**src/rtl/mem_req_arbiter_pkg.sv**
```systemverilog
// Shared types for the processor-side memory request arbiter.
package mem_req_arbiter_pkg;

  typedef enum logic [1:0] {
    BUS_NONE  = 2'b00,
    BUS_LOAD  = 2'b01,
    BUS_STORE = 2'b10
  } bus_cmd_t;

  typedef enum logic {
    MEM_CLIENT_IC = 1'b0,
    MEM_CLIENT_DC = 1'b1
  } mem_client_t;

  typedef struct packed {
    logic        vld;
    mem_client_t owner;
  } tag_ent_t;

  typedef enum logic {
    IDLE = 1'b0,
    HOLD = 1'b1
  } arb_state_t;

  localparam tag_ent_t TAG_ENT_EMPTY = '{vld: 1'b0, owner: MEM_CLIENT_IC};

endpackage

```
**src/rtl/mem_tag_table.sv**
```systemverilog
// Outstanding-load tag table: one entry per bus tag (tag 0 is never used).
// Allocate port writes an entry on load acceptance; the lookup port reports
// the owner of a returning tag and clears it when clr_en is asserted.
// A clear and an allocate of the same tag in one cycle leave the entry valid.
module mem_tag_table
  import mem_req_arbiter_pkg::*;
#(
  parameter int TAG_W   = 4,
  parameter int TAG_NUM = 15,
  parameter int CNT_W   = 4
) (
  input  logic              clk,
  input  logic              rst,
  input  logic              alloc_en,
  input  logic [TAG_W-1:0]  alloc_tag,
  input  mem_client_t       alloc_owner,
  input  logic              clr_en,
  input  logic [TAG_W-1:0]  lk_tag,
  output logic              lk_vld,
  output mem_client_t       lk_owner,
  output logic [CNT_W-1:0]  outstanding
);

  tag_ent_t tbl [TAG_NUM+1];
  logic     alloc_ok, clr_ok;

  assign lk_vld   = (lk_tag != '0) && tbl[lk_tag].vld;
  assign lk_owner = tbl[lk_tag].owner;
  assign alloc_ok = alloc_en && (alloc_tag != '0);
  assign clr_ok   = clr_en && lk_vld;

  // Entry update: clear first, so a same-tag allocate wins.
  always_ff @(posedge clk or negedge rst) begin
    if (!rst) begin
      for (int i = 0; i <= TAG_NUM; i++) tbl[i] <= TAG_ENT_EMPTY;
    end else begin
      if (clr_ok)   tbl[lk_tag]    <= TAG_ENT_EMPTY;
      if (alloc_ok) tbl[alloc_tag] <= '{vld: 1'b1, owner: alloc_owner};
    end
  end

  // Loads in flight; a same-cycle allocate and clear cancel out.
  always_ff @(posedge clk or negedge rst) begin
    if (!rst)                   outstanding <= '0;
    else if (alloc_ok && !clr_ok) outstanding <= outstanding + CNT_W'(1);
    else if (clr_ok && !alloc_ok) outstanding <= outstanding - CNT_W'(1);
  end

endmodule

```
**src/rtl/mem_req_arbiter.sv**
```systemverilog
// Arbitrates icache loads and dcache loads/stores onto the tagged proc2mem bus,
// holds a refused request until accepted, and routes tagged returns back to
// the cache that issued the load.
// Build option MEM_ARB_RR_EN: alternate grants on ties (dcache first after
// reset); without it the dcache always wins ties.
module mem_req_arbiter
  import mem_req_arbiter_pkg::*;
#(
  parameter int ADDR_W  = 64,
  parameter int DATA_W  = 64,
  parameter int TAG_W   = 4,
  parameter int TAG_NUM = 15
) (
  input  logic                         clk,
  input  logic                         rst,
  input  logic                         ic_req_i,
  input  logic [ADDR_W-1:0]            ic_addr_i,
  output logic                         ic_ack_o,
  output logic [TAG_W-1:0]             ic_ack_tag_o,
  output logic                         ic_rdata_vld_o,
  output logic [DATA_W-1:0]            ic_rdata_o,
  output logic [TAG_W-1:0]             ic_rtag_o,
  input  logic                         dc_req_i,
  input  logic                         dc_wr_i,
  input  logic [ADDR_W-1:0]            dc_addr_i,
  input  logic [DATA_W-1:0]            dc_wdata_i,
  output logic                         dc_ack_o,
  output logic [TAG_W-1:0]             dc_ack_tag_o,
  output logic                         dc_rdata_vld_o,
  output logic [DATA_W-1:0]            dc_rdata_o,
  output logic [TAG_W-1:0]             dc_rtag_o,
  output logic [1:0]                   proc2mem_command_o,
  output logic [ADDR_W-1:0]            proc2mem_addr_o,
  output logic [DATA_W-1:0]            proc2mem_data_o,
  input  logic [TAG_W-1:0]             mem2proc_response_i,
  input  logic [DATA_W-1:0]            mem2proc_data_i,
  input  logic [TAG_W-1:0]             mem2proc_tag_i,
  output logic [$clog2(TAG_NUM+1)-1:0] arb_outstanding_o,
  output logic                         arb_err_o
);

  localparam int CNT_W = $clog2(TAG_NUM+1);

  arb_state_t         state_q, state_d;
  mem_client_t        hold_cl_q;
  bus_cmd_t           hold_cmd_q;
  logic [ADDR_W-1:0]  hold_addr_q;
  logic [DATA_W-1:0]  hold_data_q;
  mem_client_t        tie_cl, sel_cl, lk_owner;
  bus_cmd_t           cmd;
  logic [ADDR_W-1:0]  addr;
  logic [DATA_W-1:0]  data;
  logic               sel_vld, accept, tag_full, ic_ok, dc_ok, lk_vld, ret_hit, err_q;
  logic [CNT_W-1:0]   outstanding;

  // Loads wait while every tag is in flight; stores never need a tag.
  assign tag_full = (outstanding == CNT_W'(TAG_NUM));
  assign ic_ok    = ic_req_i && !tag_full;
  assign dc_ok    = dc_req_i && (dc_wr_i || !tag_full);

`ifdef MEM_ARB_RR_EN
  mem_client_t last_q;
  // Remember the last accepted client so ties alternate.
  always_ff @(posedge clk or negedge rst) begin
    if (!rst)        last_q <= MEM_CLIENT_IC;
    else if (accept) last_q <= sel_cl;
  end
  assign tie_cl = (last_q == MEM_CLIENT_IC) ? MEM_CLIENT_DC : MEM_CLIENT_IC;
`else
  assign tie_cl = MEM_CLIENT_DC;
`endif

  // FSM next state and bus drive; the bus is quiet while reset is asserted.
  always_comb begin
    state_d = state_q;
    sel_vld = 1'b0;
    sel_cl  = MEM_CLIENT_IC;
    cmd     = BUS_NONE;
    addr    = '0;
    data    = '0;
    if (state_q == HOLD) begin
      sel_vld = 1'b1;
      sel_cl  = hold_cl_q;
      cmd     = hold_cmd_q;
      addr    = hold_addr_q;
      data    = hold_data_q;
    end else if (ic_ok || dc_ok) begin
      sel_vld = 1'b1;
      sel_cl  = (ic_ok && dc_ok) ? tie_cl : (dc_ok ? MEM_CLIENT_DC : MEM_CLIENT_IC);
      if (sel_cl == MEM_CLIENT_DC) begin
        cmd  = dc_wr_i ? BUS_STORE : BUS_LOAD;
        addr = dc_addr_i;
        data = dc_wr_i ? dc_wdata_i : '0;
      end else begin
        cmd  = BUS_LOAD;
        addr = ic_addr_i;
      end
    end
    if (!rst) begin
      sel_vld = 1'b0;
      cmd     = BUS_NONE;
      addr    = '0;
      data    = '0;
    end
    accept = sel_vld && (mem2proc_response_i != '0);
    if (sel_vld) state_d = accept ? IDLE : HOLD;
  end

  // FSM state register.
  always_ff @(posedge clk or negedge rst) begin
    if (!rst) state_q <= IDLE;
    else      state_q <= state_d;
  end

  // Capture the refused winner so HOLD replays it unchanged.
  always_ff @(posedge clk or negedge rst) begin
    if (!rst) begin
      hold_cl_q   <= MEM_CLIENT_IC;
      hold_cmd_q  <= BUS_NONE;
      hold_addr_q <= '0;
      hold_data_q <= '0;
    end else if (state_q == IDLE && state_d == HOLD) begin
      hold_cl_q   <= sel_cl;
      hold_cmd_q  <= cmd;
      hold_addr_q <= addr;
      hold_data_q <= data;
    end
  end

  assign proc2mem_command_o = cmd;
  assign proc2mem_addr_o    = addr;
  assign proc2mem_data_o    = data;

  assign ic_ack_o     = accept && (sel_cl == MEM_CLIENT_IC);
  assign dc_ack_o     = accept && (sel_cl == MEM_CLIENT_DC);
  assign ic_ack_tag_o = ic_ack_o ? mem2proc_response_i : '0;
  assign dc_ack_tag_o = (dc_ack_o && cmd == BUS_LOAD) ? mem2proc_response_i : '0;

  mem_tag_table #(.TAG_W(TAG_W), .TAG_NUM(TAG_NUM), .CNT_W(CNT_W)) u_tag_table (
    .clk         (clk),
    .rst         (rst),
    .alloc_en    (accept && cmd == BUS_LOAD),
    .alloc_tag   (mem2proc_response_i),
    .alloc_owner (sel_cl),
    .clr_en      (ret_hit),
    .lk_tag      (mem2proc_tag_i),
    .lk_vld      (lk_vld),
    .lk_owner    (lk_owner),
    .outstanding (outstanding)
  );

  assign ret_hit        = rst && lk_vld;
  assign ic_rdata_vld_o = ret_hit && (lk_owner == MEM_CLIENT_IC);
  assign dc_rdata_vld_o = ret_hit && (lk_owner == MEM_CLIENT_DC);
  assign ic_rdata_o     = ic_rdata_vld_o ? mem2proc_data_i : '0;
  assign dc_rdata_o     = dc_rdata_vld_o ? mem2proc_data_i : '0;
  assign ic_rtag_o      = ic_rdata_vld_o ? mem2proc_tag_i : '0;
  assign dc_rtag_o      = dc_rdata_vld_o ? mem2proc_tag_i : '0;

  // Sticky flag for a return whose tag nobody owns.
  always_ff @(posedge clk or negedge rst) begin
    if (!rst)                                     err_q <= 1'b0;
    else if (mem2proc_tag_i != '0 && !lk_vld)    err_q <= 1'b1;
  end

  assign arb_outstanding_o = outstanding;
  assign arb_err_o         = err_q;

endmodule

```
**config.mk**
```make
export PLATFORM = sky130hd
export DESIGN_NAME = mem_req_arbiter
export DESIGN_NICKNAME = d
export VERILOG_FILES = /design/src/rtl/mem_req_arbiter_pkg.sv /design/src/rtl/mem_tag_table.sv /design/src/rtl/mem_req_arbiter.sv
export SDC_FILE = /design/constraint.sdc
export NUM_CORES = 1
export LEC_CHECK = 0
export ABC_AREA = 1
export ABC_CLOCK_PERIOD_IN_PS = 3400
export CAP_MARGIN = 20
export CORE_AREA = 2 2 217 219
export DETAILED_ROUTE_END_ITERATION = 6
export DIE_AREA = 0 0 219 221
export PLACE_DENSITY = 0.53
export SYNTH_ARGS = -nofsm -noshare
export SYNTH_HDL_FRONTEND = slang
export SYNTH_HIERARCHICAL = 1
export SYNTH_SLANG_ARGS = --single-unit
```
**constraint.sdc**
```tcl
create_clock -name clk -period 3.4 [get_ports clk]
set_clock_uncertainty 0.05 [all_clocks]
set_input_delay 0.51 -clock clk [delete_from_list [all_inputs] [get_ports clk]]
set_output_delay 0.51 -clock clk [all_outputs]
set_load 0.02 [all_outputs]
```
==> impl_metrics.csv <==
group,metric,value,unit
outcome,status,"finished, final reports clean",
global_routing,grt_pass1_vias,13388,
power,leakage,10.9,nW
sta,post-route-min-period,3250,ps
global_routing,grt_max_degree,135,
setup_path,cp_max_fo,34,
cells_and_area,final_area,18800,um2
sta,setup_tns,0,ps
global_routing,antenna_found_initial,4,
logic_synthesis,synth_ff_type,"dfrtp_1",
sta,slew_violations,0,
cts,clkTransAtPathRegs,70,ps
min_path,hold_class,"reg -> reg",
logic_synthesis,synth-async-reset-ratio,1.00,
sta,slew_headroom,0.438,
power,p_int,4.79,mW
logic_synthesis,ys_seq_area_frac,0.375,
sta,hold_violations,0,
die,core,46100,um2
power,switching_share,0.352,
route,routed_via_density,4.45,
global_routing,grtUsageTotal,0.201,
placement,gp_congestion,0.963,
die,die_w,219,um
cts,clk_path_buf_depth,2,
die,ioPinCount,552,
logic_synthesis,ys_top_cells_by_area,"dfrtp_1 (37%), nand2_1 (30%), nor2_1 (6.8%)",
logic_synthesis,synth_largest_area_cell,"dfrtp_1",
cells_and_area,final_core_util,0.409,
setup_path,worstSetupEndpointType,"primary output",
logic_synthesis,ys_warn_count,6,
logic_synthesis,yosys-top-cells-count,"nand2_1 (909), nor2_1 (205), dfrtp_1 (169), nand3_1 (134), a21oi_1 (130)",
setup_path,worstPathArrival,2690,ps
die,die_h,221,um
route,drt_iter0_markers,569,
cells_and_area,area_growth,66.8,%
logic_synthesis,synth_cells,1856,
logic_synthesis,synth_top_area_share,0.375,
setup_path,start_kind,"primary input",
sta,worst_pin_slew,843,ps
placement,dp_hpwl,37.5,mm
placement,io_buffers,551,
route,vias,13601,
cts,clk_latency,430,ps
power,combPwrFrac,0.366,
logic_synthesis,synthMostInstantiatedCell,"nand2_1",
cells_and_area,nFillCells,4876,
die,num_rows,79,
cts,postCtsSetupBuffers,0,
route,ant_nets,0,
setup_path,cp.required,2840,ps
power,p_switching,2.61,mW
global_routing,grt_pass1_wl,76.0,mm
route,wl_per_cell,16.2,um
cts,cts-root-buf,"clkbuf_16",
power,clockPowerShare,0.303,
cells_and_area,drive_gt1_frac,0.0862,
cells_and_area,nNetsFinal,2707,
setup_path,critPathKind,"in -> out",
cts,htree_num_levels,4,
sta,fmax,308,MHz
cells_and_area,multi_input_area,6010,um2
route,drcViolationCount,0,
power,vdd.ir_drop.worst,0.344,mV
sta,fin_ws,149,ps
logic_synthesis,ys_ff_latch,169,
power,finalPower,7.40,mW
route,routed_wl,49.4,mm
route,dr.pass1.iters,6,
placement,placed_cell_area,18200,um2
cts,cts_tree,"yes",
die,dieArea,48400,um2
logic_synthesis,synth_edf_count,0,
logic_synthesis,synth_cell_types,34,
sta,period_share,0.956,
min_path,worstHoldPathCells,0,
sta,rsz0062_at_grt,"false",
placement,pre_cts_ws,-264,ps
power,p_seq_frac,0.332,
power,p_per_area,393,nW/um2
cts,numCtsBuffers,17,
logic_synthesis,syn_avg_cell_area,6.08,um2
cts,cts_sinks,169,
sta,setup_viol,0,
setup_path,reg2regPathDepth,18,
cells_and_area,regArea,4230,um2
logic_synthesis,syn_nets,2129,
job,maxCapViolCount,0,
die,start_util,0.245,
logic_synthesis,synth_area,11300,um2
global_routing,grt.overflow.total,0,
cell type report:
cell class	count	area share
Multi-Input combinational cell	1436	0.319
Inverter	131	0.0264
Timing Repair inverter	1	0.000399
Timing Repair Buffer	678	0.353
Sequential cell	169	0.225
Antenna cell	2	0.000266
Clock buffer	17	0.0226
Clock inverter	15	0.0126
Tap cell	607	0.0403
state kept, by name, summed over array words and instances, names as in the netlist:
register and cells:
hold_cl_q 1, state_q 1, arb_err_o 1, u_tag_table/outstanding 4, hold_cmd_q 2, hold_data_q 64, u_tag_table/tbl 32, hold_addr_q 64
cells in the final DEF (no fill, tap or decap), drive strengths merged, types with 6 or more instances in the layout:
cell type | synthesis | routed
a21oi | 131 | 131
buf | 55 | 147
clkbuf | 65 | 18
clkdlybuf4s50 | 0 | 335
dfrtp | 169 | 169
dlygate4sd2 | 0 | 138
dlymetal6s2s | 0 | 56
inv | 131 | 137
nand2 | 914 | 914
nand3 | 134 | 134
nand4 | 18 | 18
nor2 | 205 | 205
o21ai | 13 | 13
o22ai | 6 | 6
critical path, stage by stage:
cell and delay, ps:
dlygate4sd3_1 560, buf_8 270, inv_4 170, buf_12 210
a21oi_1 220, clkdlybuf4s50_1 680
path summary, 6_finish.rpt:
| path | startpoint | to | slack [ps] |
|---|---|---|---|
| worst max-delay path | rst | proc2mem_data_o[29] | 150 |
| worst min-delay path | u_tag_table/tbl[31] | u_tag_table/tbl[31] | 340 |
| worst max register to register | u_tag_table/outstanding[1] | u_tag_table/outstanding[3] | 400 |
| worst min register to register | u_tag_table/tbl[31] | u_tag_table/tbl[31] | 340 |
| max in group asynchronous | rst | hold_data_q[38] | 860 |
| min in group asynchronous | rst | hold_addr_q[5] | 480 |
power groups by stage:
stage          logic [mW]  registers [mW]  clock network [mW]
2_1_floorplan        1.40            2.47                   0
3_3_place_gp         2.79            2.48                   0
3_5_place_dp         2.82            2.49                   0
4_1_cts              2.76            2.46                2.31
5_1_grt              3.00            2.49                2.39
6_report             2.71            2.45                2.24
layer usage:
metal / share of wire / track usage / vias to the layer above / routed length (um)
met5: 0 / 0 / - / 0
met2: 0.50 / 0.359 / 434 / 24800
met4: 0.029 / 0.0715 / 0 / 1420
met1: 0.38 / 0.224 / 6262 / 19000
li1: - / - / 6859 / -
met3: 0.086 / 0.0620 / 46 / 4230
through the flow:
| step | std cells | hold slack, ps |
|---|---|---|
| after floorplan | 1856 | 164 |
| after global placement | 3020 | 325 |
| after CTS | 3054 | 343 |
| after detailed placement | 3020 | 326 |
| final | 3056 | 341 |
| after global routing | 3056 | 360 |
kinds of logic after synthesis:
| kind of cell | after synthesis | synth area share |
|---|---|---|
| AO/OA/AOI/OAI | 155 | 0.0715 |
| XOR/XNOR | 3 | 0.00233 |
| adder cells (fa/ha/maj) | 4 | 0.00510 |
| buffers and inverters | 251 | 0.0944 |
| flip-flops | 169 | 0.375 |
| multiplexers | 1 | 0.000997 |
| AND/OR/NAND/NOR | 1273 | 0.451 |
repair_timing:
item,in CTS,in global routing
hold buffers,1,0
endpoints found under the setup margin,141,57
cloned,1,0
gates resized for setup,143,59
hold endpoints to repair,15,0
No activity file was read; power rests on OpenSTA's default activity.
